===== src/rtl/reg_writeback.sv =====
`default_nettype none
// ============================================================================
// Module      : reg_writeback
// Description : Write-side companion of the register file. Queues ALU and
//               memory-load results in an in-order FIFO. Drains one entry per
//               cycle onto the register file write port while decode is not
//               holding the read port. Publishes a per-register pending
//               scoreboard so decode can stall on read-after-write hazards.
// Revision    : 1.0 - initial release
// ============================================================================
module reg_writeback #(
  parameter int DEPTH = 4,   // FIFO entries, power of two, >= 2
  parameter int WIDTH = 16,  // data width
  parameter int NREGS = 16   // register count
) (
  input  logic                       clk,
  input  logic                       rst,
  input  logic                       mem_valid,
  output logic                       mem_ready,
  input  logic [$clog2(NREGS)-1:0]   mem_num,
  input  logic [WIDTH-1:0]           mem_data,
  input  logic                       alu_valid,
  output logic                       alu_ready,
  input  logic [$clog2(NREGS)-1:0]   alu_num,
  input  logic [WIDTH-1:0]           alu_data,
  input  logic                       rd_hold,
  output logic [1:0]                 rf_write,
  output logic [$clog2(NREGS)-1:0]   rf_num1,
  output logic [WIDTH-1:0]           rf_data,
  output logic [NREGS-1:0]           pending,
  output logic [$clog2(DEPTH+1)-1:0] count,
  output logic                       busy
);

  localparam int AW = $clog2(DEPTH);
  localparam int NW = $clog2(NREGS);
  localparam int CW = $clog2(DEPTH + 1);

  localparam logic [CW-1:0]    C_DEPTH_M1 = CW'(DEPTH - 1);
  localparam logic [CW-1:0]    C_DEPTH_M2 = CW'(DEPTH - 2);
  localparam logic [NREGS-1:0] C_ONE_HOT  = {{(NREGS-1){1'b0}}, 1'b1};

  // FIFO storage and control
  logic [NW-1:0]    num_q  [DEPTH];
  logic [NW-1:0]    num_d  [DEPTH];
  logic [WIDTH-1:0] data_q [DEPTH];
  logic [WIDTH-1:0] data_d [DEPTH];
  logic [AW-1:0]    rd_ptr_q, rd_ptr_d;
  logic [AW-1:0]    wr_ptr_q, wr_ptr_d;
  logic [CW-1:0]    count_q, count_d;

  // Register file write port registers
  logic [1:0]       rf_write_q, rf_write_d;
  logic [NW-1:0]    rf_num1_q, rf_num1_d;
  logic [WIDTH-1:0] rf_data_q, rf_data_d;

  logic             mem_acc;
  logic             alu_acc;
  logic             pop;
  logic [AW-1:0]    alu_slot;
  logic [NREGS-1:0] pending_w;

  // Conservative acceptance: space is judged on current occupancy only, and
  // the ALU yields a slot to a simultaneously valid memory result.
  assign mem_ready = !rst && (count_q <= C_DEPTH_M1);
  assign alu_ready = !rst && (mem_valid ? (count_q <= C_DEPTH_M2)
                                        : (count_q <= C_DEPTH_M1));
  assign mem_acc   = mem_valid && mem_ready;
  assign alu_acc   = alu_valid && alu_ready;
  assign pop       = (count_q != '0) && !rd_hold;
  // Memory result takes the first free slot, so same-register ALU data lands last
  assign alu_slot  = wr_ptr_q + AW'(mem_acc);

  // Next-state for FIFO pointers, contents and the write-port registers
  always_comb begin
    num_d      = num_q;
    data_d     = data_q;
    rd_ptr_d   = rd_ptr_q;
    wr_ptr_d   = wr_ptr_q + AW'(mem_acc) + AW'(alu_acc);
    count_d    = count_q + CW'(mem_acc) + CW'(alu_acc) - CW'(pop);
    rf_write_d = 2'b00;
    rf_num1_d  = rf_num1_q;
    rf_data_d  = rf_data_q;

    if (pop) begin
      rf_write_d = 2'b01;
      rf_num1_d  = num_q[rd_ptr_q];
      rf_data_d  = data_q[rd_ptr_q];
      rd_ptr_d   = rd_ptr_q + AW'(1);
    end

    if (mem_acc) begin
      num_d[wr_ptr_q]  = mem_num;
      data_d[wr_ptr_q] = mem_data;
    end

    if (alu_acc) begin
      num_d[alu_slot]  = alu_num;
      data_d[alu_slot] = alu_data;
    end
  end

  // State registers with synchronous reset; reset drops queued and in-flight writes
  always_ff @(posedge clk) begin
    if (rst) begin
      for (int i = 0; i < DEPTH; i++) begin
        num_q[i]  <= '0;
        data_q[i] <= '0;
      end
      rd_ptr_q   <= '0;
      wr_ptr_q   <= '0;
      count_q    <= '0;
      rf_write_q <= 2'b00;
      rf_num1_q  <= '0;
      rf_data_q  <= '0;
    end else begin
      num_q      <= num_d;
      data_q     <= data_d;
      rd_ptr_q   <= rd_ptr_d;
      wr_ptr_q   <= wr_ptr_d;
      count_q    <= count_d;
      rf_write_q <= rf_write_d;
      rf_num1_q  <= rf_num1_d;
      rf_data_q  <= rf_data_d;
    end
  end

  // Scoreboard: every occupied FIFO slot plus the write currently on the port
  always_comb begin
    pending_w = '0;
    for (int k = 0; k < DEPTH; k++) begin
      if (CW'(k) < count_q) begin
        pending_w = pending_w | (C_ONE_HOT << num_q[rd_ptr_q + AW'(k)]);
      end
    end
    if (rf_write_q[0]) begin
      pending_w = pending_w | (C_ONE_HOT << rf_num1_q);
    end
  end

  assign rf_write = rf_write_q;
  assign rf_num1  = rf_num1_q;
  assign rf_data  = rf_data_q;
  assign pending  = pending_w;
  assign count    = count_q;
  assign busy     = (count_q != '0) || (rf_write_q != 2'b00);

endmodule
`default_nettype wire


===== config.mk =====
export PLATFORM = sky130hd
export DESIGN_NAME = reg_writeback
export DESIGN_NICKNAME = d
export VERILOG_FILES = /design/src/rtl/reg_writeback.sv
export SDC_FILE = /design/constraint.sdc
export NUM_CORES = 1
export LEC_CHECK = 0
export ABC_AREA = 1
export CAP_MARGIN = 10
export CORE_MARGIN = 1
export CORE_UTILIZATION = 44
export DETAILED_ROUTE_END_ITERATION = 7
export HOLD_SLACK_MARGIN = 0.05
export PLACE_DENSITY = 0.65
export REMOVE_ABC_BUFFERS = 1
export SYNTH_ARGS = -nofsm -noshare
export SYNTH_HDL_FRONTEND = slang
export SYNTH_SLANG_ARGS = --single-unit
export TNS_END_PERCENT = 10

===== constraint.sdc =====
create_clock -name clk -period 2.6 [get_ports clk]
set_input_delay 0.26 -clock clk [delete_from_list [all_inputs] [get_ports clk]]
set_output_delay 0.26 -clock clk [all_outputs]
set_load 0.05 [all_outputs]

Word level (Yosys, flattened, before mapping)
Cells that the tools add are included.
{"block": "op_classes", "reduce_logical": 12, "n_lt_le_gt_ge": 14, "add_sub_neg": 8, "shift": 5, "n_bitwise": 10, "muxes": 38}
{"op": "$mux W16", "n": 11}
{"op": "$bwmux W64", "n": 2}
{"op": "$mux W64", "n": 2}
{"op": "$shl A1 B4 Y16 const A", "n": 5}
{"op": "$demux W16 S2", "n": 2}
{"op": "$or A16 B16 Y16", "n": 4}
{"op": "$mux W4", "n": 10}
{"op": "$bmux W16 S2", "n": 1}
{"op": "$bmux W4 S2", "n": 4}
{"op": "$bwmux W16", "n": 2}
{"op": "$ge A3 B3 Y1 const B", "n": 6}
{"op": "$not A2 Y3", "n": 6}
{"op": "$demux W4 S2", "n": 2}
{"op": "$logic_and A1 B1 Y1", "n": 7}
{"op": "$add A3 B1 Y3", "n": 2}
{"op": "$le A3 B2 Y1 const B", "n": 2}
{"op": "$lt A1 B3 Y1 const A", "n": 2}
{"op": "$lt A2 B3 Y1 const A", "n": 2}
{"op": "$lt A3 B1 Y1 const B", "n": 2}
{"op": "$add A2 B1 Y2", "n": 2}
{"op": "$add A2 B2 Y2 const B", "n": 2}
{"op": "$reduce_bool A3 Y1", "n": 1}
{"op": "$sub A3 B1 Y3", "n": 1}
{"op": "$add A2 B1 Y2 const B", "n": 1}
{"op": "other kinds (4)", "n": 6}
{"block": "totals", "ff_bits": 109, "in_bits": 45, "word_cells": 101}

Depth between registers and ports, before layout
Gate-level depths: netlist of the first run.
{"block": "depth", "ltp_word": 14, "ltp_mapped": 12, "depth_no_buf": 12}

Least setup slack after synthesis of the first run
OpenSTA, ideal clock, no wires.
{"block": "synth_path", "kind": "flip-flop to flip-flop", "from": "register count_q[2], in the netlist count[2]", "to": "register count_q[2], in the netlist count[2]", "arrival_time_ps": 2605, "required_ps": 2482, "setup_ps": 118, "path_stages_with_launch": 10, "path_slack_ps": -124, "cell_sequence": "dfxtp_1 nor3_1 nor2_2 clkbuf_1 ha_1 inv_1 fa_1 fa_1 xor2_1 nor2_1"}
{"block": "synth_between", "elab_cells_between_ends": 12}
{"element": "start, declared", "line": "50", "rtl": "logic [CW-1:0] count_q, count_d;"}
{"element": "start signal, assigned", "line": "121", "rtl": "count_q <= count_d;"}
{"element": "$reduce_bool A3 Y1", "line": "70", "rtl": "assign pop = (count_q != '0) && !rd_hold;"}
{"element": "$logic_and A1 B1 Y1", "line": "70"}
{"element": "via pop", "line": "59", "rtl": "logic pop;"}
{"element": "$sub A3 B1 Y3", "line": "80", "rtl": "count_d = count_q + CW'(mem_acc) + CW'(alu_acc) - CW'(pop);"}
The timed path passes the listed nets, and every way through them passes these cells.
A chain may end at the register's enable or synchronous reset.

Final worst setup path of the first run
{"block": "layout_path", "from": "register rd_ptr_q[0]", "to": "output port pending[10]"}
{"block": "layout_between", "elab_chain_len": 14, "elab_cells_between_ends": 32}
{"element": "start, declared", "line": "48", "rtl": "logic [AW-1:0] rd_ptr_q, rd_ptr_d;"}
{"element": "start signal, assigned", "line": "119", "rtl": "rd_ptr_q <= rd_ptr_d;"}
{"element": "$add A2 B1 Y2 or $not A2 Y3 (tied branches)", "line": "133", "rtl": "pending_w = pending_w | (C_ONE_HOT << num_q[rd_ptr_q + AW'(k)]);"}
{"element": "$not A2 Y3 (not written as such) or $bmux W4 S2 (tied branches)", "line": "133"}
{"element": "$bmux W4 S2 or $mux W4 (tied branches)", "line": "133"}
{"element": "$mux W4 (not written as such)", "line": "133"}
{"element": "$mux W4 (not written as such) or $shl A1 B4 Y16 (tied branches)", "line": "133"}
{"element": "$shl A1 B4 Y16 or $mux W16 (tied branches)", "line": "133, 132"}
{"element": "$or A16 B16 Y16", "line": "133"}
{"element": "$mux W16", "line": "132", "rtl": "if (CW'(k) < count_q) begin"}
{"element": "$or A16 B16 Y16", "line": "133"}
{"element": "$mux W16", "line": "132"}
{"element": "$or A16 B16 Y16", "line": "133"}
{"element": "$mux W16 *", "line": "132"}
{"element": "$or A16 B16 Y16", "line": "137", "rtl": "pending_w = pending_w | (C_ONE_HOT << rf_num1_q);"}
{"element": "$mux W16 *", "line": "136", "rtl": "if (rf_write_q[0]) begin"}
{"element": "end, declared", "line": "30", "rtl": "output logic [NREGS-1:0] pending,"}
Every way passes the cells marked *; elsewhere a longest branch is shown, timed or not. The select of a mux whose other input is x is not followed.

==> results of run 1 <==
[registers in the layout, summed over array words and instances (netlist names)]
signal,cells
rf_num1,4
count,3
wr_ptr_q,2
rf_write,1
rd_ptr_q,2
rf_data,16
num_q,16
data_q,64
[per-layer routing]
layer	up-vias	GRT usage	part of all wire	wire [microns]
li1	4190	-	-	-
met2	194	0.445	0.47	9870
met5	-	0	0	0
met1	3410	0.324	0.45	9530
met4	0	0.0974	0.023	488
met3	36	0.0399	0.051	1080
[report_power, final]
group	switching (mW)	internal, mW	leakage [nW]	total, mW
Combinational	2.98	1.51	3.62	4.49
Sequential	0.221	1.96	0.880	2.18
Clock	0.660	0.852	0.154	1.51
[what timing repair did]
| action | in CTS | in global routing |
|---|---|---|
| gates resized for setup | 0 | 10 |
| setup endpoints to repair | 0 | 16 |
| endpoints found under the hold margin | 0 | 0 |
[cells by family after synthesis]
group	Yosys count	share of synthesized area
xor gates and xnor gates	4	0.00479
AOI/OAI and AO/OA	130	0.100
adders and majority gates	7	0.0140
other	1	0.000513
buffers and inverters	229	0.127
and+or+nand+nor	859	0.458
DFF	108	0.296
[synth_stat cells]
cell,instances
o21ai_1,41
clkbuf_1,24
nand4_1,8
nor2_4,1
nor2_2,2
nand3_1,57
a22oi_1,16
a21oi_1,26
inv_2,28
o21ai_2,1
nand2_1,395
buf_2,32
buf_1,5
conb_1,1
nand2_2,4
buf_4,7
ha_1,5
nor3_1,8
fa_1,2
a31oi_1,32
o21ai_0,14
inv_1,133
xnor2_1,1
nor2_1,384
dfxtp_1,108
xor2_1,3
[worst min path at each step]
stage / startpoint / end / slack [ns] / cells past startpoint
after floorplan: rst / wr_ptr_q[0]$_SDFF_PP0_ / 0.33 / 1
after global placement: rf_data[5]$_SDFFE_PP0P_ / rf_data[5]$_SDFFE_PP0P_ / 0.52 / 2
after detailed placement: rf_data[6]$_SDFFE_PP0P_ / rf_data[6]$_SDFFE_PP0P_ / 0.51 / 2
after CTS: rf_data[6]$_SDFFE_PP0P_ / rf_data[6]$_SDFFE_PP0P_ / 0.53 / 2
after global routing: rd_hold / rf_write[0]$_SDFF_PP0_ / 0.56 / 2
final: rf_data[6]$_SDFFE_PP0P_ / rf_data[6]$_SDFFE_PP0P_ / 0.53 / 2
[final cells by class]
cell class / count / area [sq um]
sequential: 108 / 2160
timing repair buffer: 112 / 1350
clock buffer: 9 / 225
multi-input combinational: 1001 / 4260
inverter: 161 / 607
clock inverter: 6 / 96.3
tap: 216 / 270
fill: 1685 / 7080
[worst max-delay path: cells and delay by family (launching register included)]
kind	cells	cell delay [ns]
compound gates	1	0.21
buf+inv	2	0.34
flops	1	0.39
simple gates	7	0.84
[cells in the final DEF, fill, tap and decap left out]
cell type,synthesis,layout
nor2_2,2,3
xor2_1,3,3
nand2_1,395,392
inv_6,0,1
a31oi_1,32,32
nand3_2,0,1
a21oi_1,26,26
buf_12,0,27
a22oi_1,16,16
buf_4,7,15
dfxtp_1,108,107
nand4_1,8,8
o21ai_2,1,1
bufinv_16,0,2
nand2_4,0,1
conb_1,1,1
dfxtp_2,0,1
inv_2,28,27
ha_1,5,5
clkinv_4,0,1
o21ai_0,14,13
inv_8,0,1
inv_1,133,133
fa_1,2,2
o21ai_1,41,42
clkinvlp_4,0,1
clkbuf_16,0,9
nand3_1,57,56
xnor2_1,1,1
nor3_1,8,8
nand2_2,4,6
nor2_4,1,3
clkdlybuf4s50_1,0,70
nor2_1,384,381
inv_4,0,1
[metrics by stage]
step,utilization,instances,setup TNS (ns)
floorplan,-,1270,-28.38
global placement,0.537,1598,0
detailed placement,0.537,1598,0
CTS,0.557,1613,0
global route,0.559,1613,-0.00250
finish,0.559,1613,0
==> impl_results.md, run 1 <==
- Final worst-path cycle share: 0.930
- Total Wirelength: approximately 21000 microns
- Clock buffer depth: 2
- Crit Reg-Reg Endpoint: count[2]$_SDFF_PP0_
- Setup crit start kind: register
- First-pass DRT Iterations: 5
- Die width: roughly 130 microns
- Antenna Nets Post-Route: 0
- Worst skew pair latency: between 0.3 and 0.4 ns
- FP Rows: 46
- Final setup vio count: 0
- Post-synthesis cell area: 7310 sq um
- Worst slew pin tran: between 0.7 and 0.8 ns
- Global placement routability congestion: about 0.9
- CTS tree: yes
- MaxCap Viol Count: 0
- Congestion Overflow GR: 0
- Yosys warns: 0
- Seq cells post-synth: between 100 and 150
- Crit path launch: rd_ptr_q[0]$_SDFFE_PP0P_
- Dpl ws: ~0.24 ns
- Synth area leader: dfxtp_1
- Yosys top cell area share: 0.296
- Dpl cell area: ~8600 sq um
- Worst path slowest cell: dfxtp_2
- DRC Markers: 0
- PortBufs: 87
- Class of the worst hold path: reg -> reg
- Root buf cell: clkbuf_16
- Die area: 17100 sq um
- Total CTS buffers: 9
- Final Max Slew Viols: 0
- Pleak: 4.66 nW
- Top-level I/O count: 89
- Sequential share of the synthesized area: 0.296
- WL/cell: between 10 and 15 microns
- P&R area growth vs syn: 22.7%
- Initial antenna violation count: 0
- Crit Reg-Reg Startpoint: count[1]$_SDFF_PP0_
- Critical Path RT: around 2.3 ns
- H-tree levels: 3
- ANT cells: 0
- Crit Path Class: reg -> out
- Worst hold margin: approximately 0.53 ns
- Peak VDD IR: 0.000660 V
- Worst Reg-to-Reg Cells: 12
- Power consumption: just over 8 mW
- Hold buffers post-CTS: 0
- Status: finished, final reports clean
- Share of post-route cells with drive strength above 1: 0.0723
- Setup crit end kind: output port
- All-Layer GR Usage: 0.258
- Ranking of synthesized cells by area: dfxtp_1 (30%), nand2_1 (20%), nor2_1 (20%)
- Syn Area/Cell: ~5.5 sq um
- Cell Chain, Critical Path: buf_12 -> nand2_1 -> nand2_4 -> nand2_1 -> o21ai_1 -> nand3_1 -> nor2_1 -> nor2_1 -> nand2_1 -> buf_12
- Clk_skew: roughly 0.011 ns
- Post-DP HPWL: ~14000 microns
- Cell Pwr Density: around 910 nW/um^2
- Largest net degree at the start of global routing: ~110
- Nets@finish: between 1k and 1.5k
- Synth Instances: between 1k and 1.5k
- DR vias/cell: roughly 4.9
- RSZ-0062 raised after global routing: yes
- Crit Path Max Fanout: 33
- Vias: around 7.8k
- Sink Count: 108
- Vias in the first global route: about 7.0k
- Worst Path Arrival: about 2.2 ns
- Fin. Hold Viols: 0
- Max_slew headroom: 0.521
- Post-CTS setup buffer count: 0
- Die height: roughly 130 microns
- Worst path most repeated cell: nand2_1
- Clock slew at reported path FFs: ~0.080 ns
- Starting Density: 0.455
- Reg-to-reg slack, setup: around 0.24 ns
- Worst path max stage delay: between 0.3 and 0.4 ns
- Initial DRC count: roughly 440
- Core Box Area: 16100 sq um
- Post-route cell area: between 8000 and 9000 sq um
- Setup WS post-layout: around 0.18 ns
- Crit path capture: pending[10]
- Unique masters post-synth: 26
- Max Clk Rate: slightly above 0.4 GHz
- First-pass GRT wire length: 34500 microns
- Tmin final: between 2 and 2.5 ns
Note: power is estimated with default switching activity, not from simulation.
==> run 2: changes to the inputs <==
Settings changed: RECOVER_POWER set to 50.
==> run 2 against run 1 <==
Critical path depth did not move. Highest routed layer unchanged. Die area is the same. Flip-flop and latch count is the same. Clock skew about the same. Setup slack worse by 0.0014 ns. Non-clock buffer count did not move. Total power shrank 1.2%. First-iteration DRC count grew 10%. Sequential power about the same.
==> impl_results.md, run 2 (synthesis results as in run 1) <==
- Core Box Area: between 15000 and 20000 sq um
- WL/cell: ~13 microns
- Peak VDD IR: approximately 0.00066 V
- Worst Path Arrival: around 2.2 ns
- Die width: ~130 microns
- Setup crit start kind: register
- Clk_skew: approximately 0.010 ns
- Congestion Overflow GR: 0
- Initial DRC count: 489
- RSZ-0062 raised after global routing: yes
- Final setup vio count: 0
- Crit Path Class: reg -> out
- Global placement routability congestion: 0.927
- Vias: approximately 7.8k
- Commonest non-fill, non-tap cells in the layout: nand2_1 (393), nor2_1 (381), inv_1 (134)
- Share of post-route cells with drive strength above 1: 0.0694
- All-Layer GR Usage: 0.258
- Tmin final: 2.42 ns
- MaxCap Viol Count: 0
- Die height: approximately 130 microns
- Total CTS buffers: 9
- Total Wirelength: between 20000 and 25000 microns
- Worst slew pin tran: about 0.98 ns
- Initial antenna violation count: 0
- CTS tree: yes
- Power consumption: 8.08 mW
- Worst skew pair latency: approximately 0.36 ns
- Clock buffer depth: 2
- H-tree levels: 3
- Setup WS post-layout: 0.180 ns
- Hold buffers post-CTS: 0
- Antenna Nets Post-Route: 0
- Status: finished, final reports clean
- Most common cell after layout, fill and taps aside: nand2_1
- Most flops, register: data_q
- Util after Layout: 0.557
- Setup crit end kind: output port
- Largest net degree at the start of global routing: roughly 110
- Cells after DPL: between 1.5k and 2k
- Crit Path Max Fanout: 33
- Final worst-path cycle share: 0.931
- Critical Path RT: about 2.3 ns
- Vias in the first global route: 7043
- Dpl ws: between 0.2 and 0.25 ns
- Clock slew at reported path FFs: approximately 0.070 ns
- WHS Path Cells: 2
- Post-DP HPWL: 13900 microns
- Fin. Hold Viols: 0
- Min-delay src: rf_data[14]$_SDFFE_PP0P_
- P&R area growth vs syn: 22.2%
- Filler cells: between 1.5k and 2k
- Post-CTS setup buffer count: 0
- Hold EP: rf_data[14]$_SDFFE_PP0P_
- Die area: 17100 sq um
- First-pass DRT Iterations: 5
- DR vias/cell: approximately 4.9
- Root buf cell: clkbuf_16
- Dpl cell area: 8630 sq um
- Layout Cells excl Fill: ~1.6k
- Reg-to-reg slack, setup: 0.24 ns
- ANT cells: 0
- Nets@finish: 1445
- Post-route cell area: about 8900 sq um
- Crit Reg-Reg Startpoint: count[1]$_SDFF_PP0_
- Starting Density: 0.455
- DRC Markers: 0
- Class of the worst hold path: reg -> reg
- Worst Reg-to-Reg Cells: 12
- Max_slew headroom: 0.348
- Final Max Slew Viols: 0
- PortBufs: 87
- Top-level I/O count: 89
- Cell Pwr Density: ~900 nW/um^2
- Max Clk Rate: between 0.4 and 0.5 GHz
- Crit Reg-Reg Endpoint: count[2]$_SDFF_PP0_
- First-pass GRT wire length: between 30000 and 40000 microns
- FP Rows: 46
- Number of flip-flops in the largest register: between 60 and 70
- Sink Count: ~110
- Pleak: around 4.7 nW
[run 2: through the flow]
stage / TNS [ns] / hold WS (ns)
after floorplan: -28.38 / 0.331
after global placement: 0 / 0.517
after detailed placement: 0 / 0.512
after CTS: 0 / 0.528
after global routing: -0.00251 / 0.558
final: 0 / 0.530
[run 2: worst max-delay path by stage]
stage	slack, ns	start	cells after the start	endpoint
after floorplan	-0.57	count[2]$_SDFF_PP0_	8	count[2]$_SDFF_PP0_
after global placement	0.26	rst	9	count[2]$_SDFF_PP0_
after global routing	-0.002	rd_ptr_q[1]$_SDFFE_PP0P_	10	pending[14]
after detailed placement	0.24	rst	9	count[2]$_SDFF_PP0_
final	0.18	rd_ptr_q[0]$_SDFFE_PP0P_	10	pending[10]
after CTS	0.03	rd_ptr_q[0]$_SDFFE_PP0P_	10	pending[14]
[run 2: repair_timing]
item,in CTS,in global routing
resized for setup,0,10
endpoints found under the hold margin,0,0
endpoints found under the setup margin,0,16
[run 2: layout make-up]
type	count	area, sq um	area share
timing repair buffer	112	1320	0.148
clock buffer	9	225	0.0252
tap	216	270	0.0302
multi-input combinational	1001	4260	0.476
clock inverter	6	96.3	0.0108
sequential	108	2160	0.242
inverter	161	607	0.0679
[run 2: power by group]
group / internal (mW) / switching [mW]
Clock: 0.852 / 0.659
Sequential: 1.96 / 0.215
Combinational: 1.43 / 2.97
[run 2: per-layer routing]
metal / global-route usage / routed length, microns
met5: 0 / 0
met4: 0.0974 / 455
met3: 0.0399 / 1130
met2: 0.445 / 9890
met1: 0.324 / 9490
[run 2: critical path: stages, from the launching register on]
cell and delay (ns):
dfxtp_2 0.39, buf_12 0.19, nand2_1 0.12, nand2_4 0.16, nand2_1 0.07, o21ai_1 0.21
nand3_1 0.16, nor2_1 0.14, nor2_1 0.07, nand2_1 0.12, buf_12 0.15
==> run 3: changes to the inputs <==
Settings changed: ABC_AREA 1 to not set, PLACE_DENSITY 0.65 to 0.66.
==> run 3 against run 2 <==
Utilization grew 3.3 points. Largest power group unchanged. Area after synthesis fell by 13%. Non-clock buffer count increased by 16. Highest routed layer unchanged. Via count shrank 29%. Die area fell by 13%. Fmax fell by 5.7%.
==> impl_results.md, run 3 <==
- Peak VDD IR: slightly above 0.0004 V
- Worst slew pin tran: ~1.3 ns
- First-pass DRT Iterations: 5
- Post-DP HPWL: approximately 12000 microns
- Layout Cells excl Fill: between 900 and 1k
- MaxCap Viol Count: 0
- Die width: about 120 microns
- All-Layer GR Usage: 0.244
- Most flops, register: data_q
- Die height: 122 microns
- Vias in the first global route: approximately 5.5k
- Cells after DPL: about 930
- CTS tree: yes
- Post-synth EDFFs: 0
- Power consumption: between 7 and 8 mW
- Crit Reg-Reg Startpoint: count[2]$_SDFF_PP0_
- Setup crit start kind: register
- H-tree levels: 3
- Yosys top cell area share: 0.340
- Dpl cell area: between 7000 and 8000 sq um
- Most common cell after layout, fill and taps aside: nand2_1
- Commonest non-fill, non-tap cells in the layout: nand2_1 (137), dfxtp_1 (105), mux2i_1 (88)
- Clk_skew: between 0.01 and 0.015 ns
- DRC Markers: 0
- Worst path max stage delay: 0.39 ns
- Count leader, synth: nand2_1
- Critical Path RT: approximately 2.3 ns
- Initial DRC count: between 200 and 300
- Top-level I/O count: 89
- P&R area growth vs syn: 29.6%
- Tmin final: between 2 and 3 ns
- Sink Count: 108
- Final setup vio count: 0
- Sequential share of the synthesized area: 0.340
- Fin. Hold Viols: 0
- Hold buffers post-CTS: 0
- Root buf cell: clkbuf_16
- Pleak: approximately 3.0 nW
- Status: finished, final reports clean
- Setup crit end kind: output port
- Starting Density: 0.455
- Worst skew pair latency: between 0.3 and 0.4 ns
- Die area: approximately 15000 sq um
- Final worst-path cycle share: 0.987
- First-pass GRT wire length: approximately 28000 microns
- RSZ-0062 raised after global routing: yes
- Synth area leader: dfxtp_1
- Worst Path Arrival: around 2.3 ns
- Worst hold margin: ~0.4 ns
- FP Rows: 43
- Total Wirelength: around 18000 microns
- Crit Path Max Fanout: 5
- Number of flip-flops in the largest register: 64
- Cell Chain, Critical Path: buf_6 -> mux2_4 -> mux2_4 -> and2_4 -> a221oi_2 -> o221ai_1 -> buf_4
- PortBufs: between 80 and 90
- Synth Instances: slightly below 700
- Share of post-route cells with drive strength above 1: 0.219
- Nets@finish: a little over 800
- Final Max Slew Viols: 0
- Clock buffer depth: 2
- Syn Area/Cell: roughly 9.4 sq um
- Vias: approximately 5.5k
- Antenna Nets Post-Route: 0
- Total CTS buffers: 9
- DR vias/cell: between 5 and 6
- Ys async rst share: 0
- WL/cell: around 19 microns
- Global placement routability congestion: just over 0.9
- Post-synthesis cell area: 6360 sq um
- Delay-heaviest family, CP: multiplexers
- Ranking of synthesized cells by area: dfxtp_1 (34%), mux2i_1 (14%), o31ai_1 (9.4%)
- Max_slew headroom: 0.147
- CP bufs+invs: 2
- Unique masters post-synth: between 50 and 60
- Worst path slowest cell: dfxtp_4
- Seq cells post-synth: 108
- Clock slew at reported path FFs: about 0.070 ns
- ANT cells: 0
- Commonest cells in the netlist: nand2_1 (139), dfxtp_1 (108), mux2i_1 (91), o31ai_1 (80), a21oi_1 (24)
- Class of the worst hold path: in -> reg
- Post-route cell area: between 8000 and 9000 sq um
- Min-delay src: rst
- Main synth FF type: dfxtp_1
- Initial antenna violation count: 0
- Largest net degree at the start of global routing: between 90 and 100
- Cell Pwr Density: 853 nW/um^2
- Congestion Overflow GR: 0
- Worst path most repeated cell: mux2_4
- Crit Path Class: reg -> out
- Max Clk Rate: roughly 0.39 GHz
- Core Box Area: 14000 sq um
- Yosys warns: 0
- Crit path launch: rd_ptr_q[0]$_SDFFE_PP0P_
-- run 3: cell count changes after synthesis, moves of 15 or more --
cell and change:
nand2_1 -256, inv_2 -27, o31ai_1 +80, nor2_1 -365, mux2i_1 +91, mux4_2 +23, a31oi_1 -32, inv_1 -128
nand3_1 -44, nand2b_1 +15, o21ai_1 -40
-- run 3: kinds of logic after synthesis --
logic type | after synthesis | share of synthesized area
compound gates | 149 | 0.183
xor+xnor | 5 | 0.00806
fa+ha+maj | 7 | 0.0161
buf+inv | 59 | 0.0456
flops | 108 | 0.340
mux | 124 | 0.244
other cells | 1 | 0.000589
simple gates | 226 | 0.162
-- run 3: area by class of cell --
type                       instances  area, sq um
fill                            1222         5740
multi-input combinational        512         4170
sequential                       108         2170
timing repair buffer             128         1340
clock buffer                      11          253
tap                              180          225
clock inverter                     5         65.1
inverter                           6         22.5
-- run 3: final timing paths --
kind,slack [ns],to,cells past startpoint
max,0.03,pending[14],7
min,0.40,rf_num1[3]$_SDFFE_PP0P_,3
max reg2reg,0.10,data_q[57]$_SDFF_PP0_,9
min reg2reg,0.45,rf_data[7]$_SDFFE_PP0P_,2
-- run 3: timing repair --
item / in CTS / in global routing
gates resized for setup: 25 / 23
setup endpoints to repair: 16 / 16
setup buffers: 4 / 2
pin swaps: 4 / 5
-- run 3: report_power, final --
group	internal, mW	total (mW)	leakage, nW	switching (mW)
clock	0.815	1.48	0.158	0.666
sequential	1.92	2.13	0.879	0.211
combinational	1.42	3.42	1.98	2.00
total	4.15	7.03	3.02	2.88
-- run 3: worst register-to-register path, delay by kind of cell (launching register included) --
family | cells | cell delay (ns)
fa+ha+maj | 1 | 0.22
compound gates | 2 | 0.43
buf+inv | 3 | 0.82
simple gates | 2 | 0.46
flops | 1 | 0.35
xor+xnor | 1 | 0.14
-- run 3: per-stage QoR --
stage | worst slack (ns) | util | TNS, ns
2_1_floorplan | -1.61 | - | -106.17
3_3_place_gp | 0.0648 | 0.551 | 0
3_5_place_dp | 0.0184 | 0.551 | 0
4_1_cts | -0.0112 | 0.585 | -0.0115
5_1_grt | -0.0846 | 0.589 | -0.849
6_report | 0.0328 | 0.589 | 0
-- run 3: metal layers --
layer	vias up	track usage	part of all wire
met5	-	0	0
met4	0	0.0732	0.015
met3	25	0.0451	0.043
met2	162	0.420	0.49
met1	2669	0.307	0.45
li1	2691	-	-
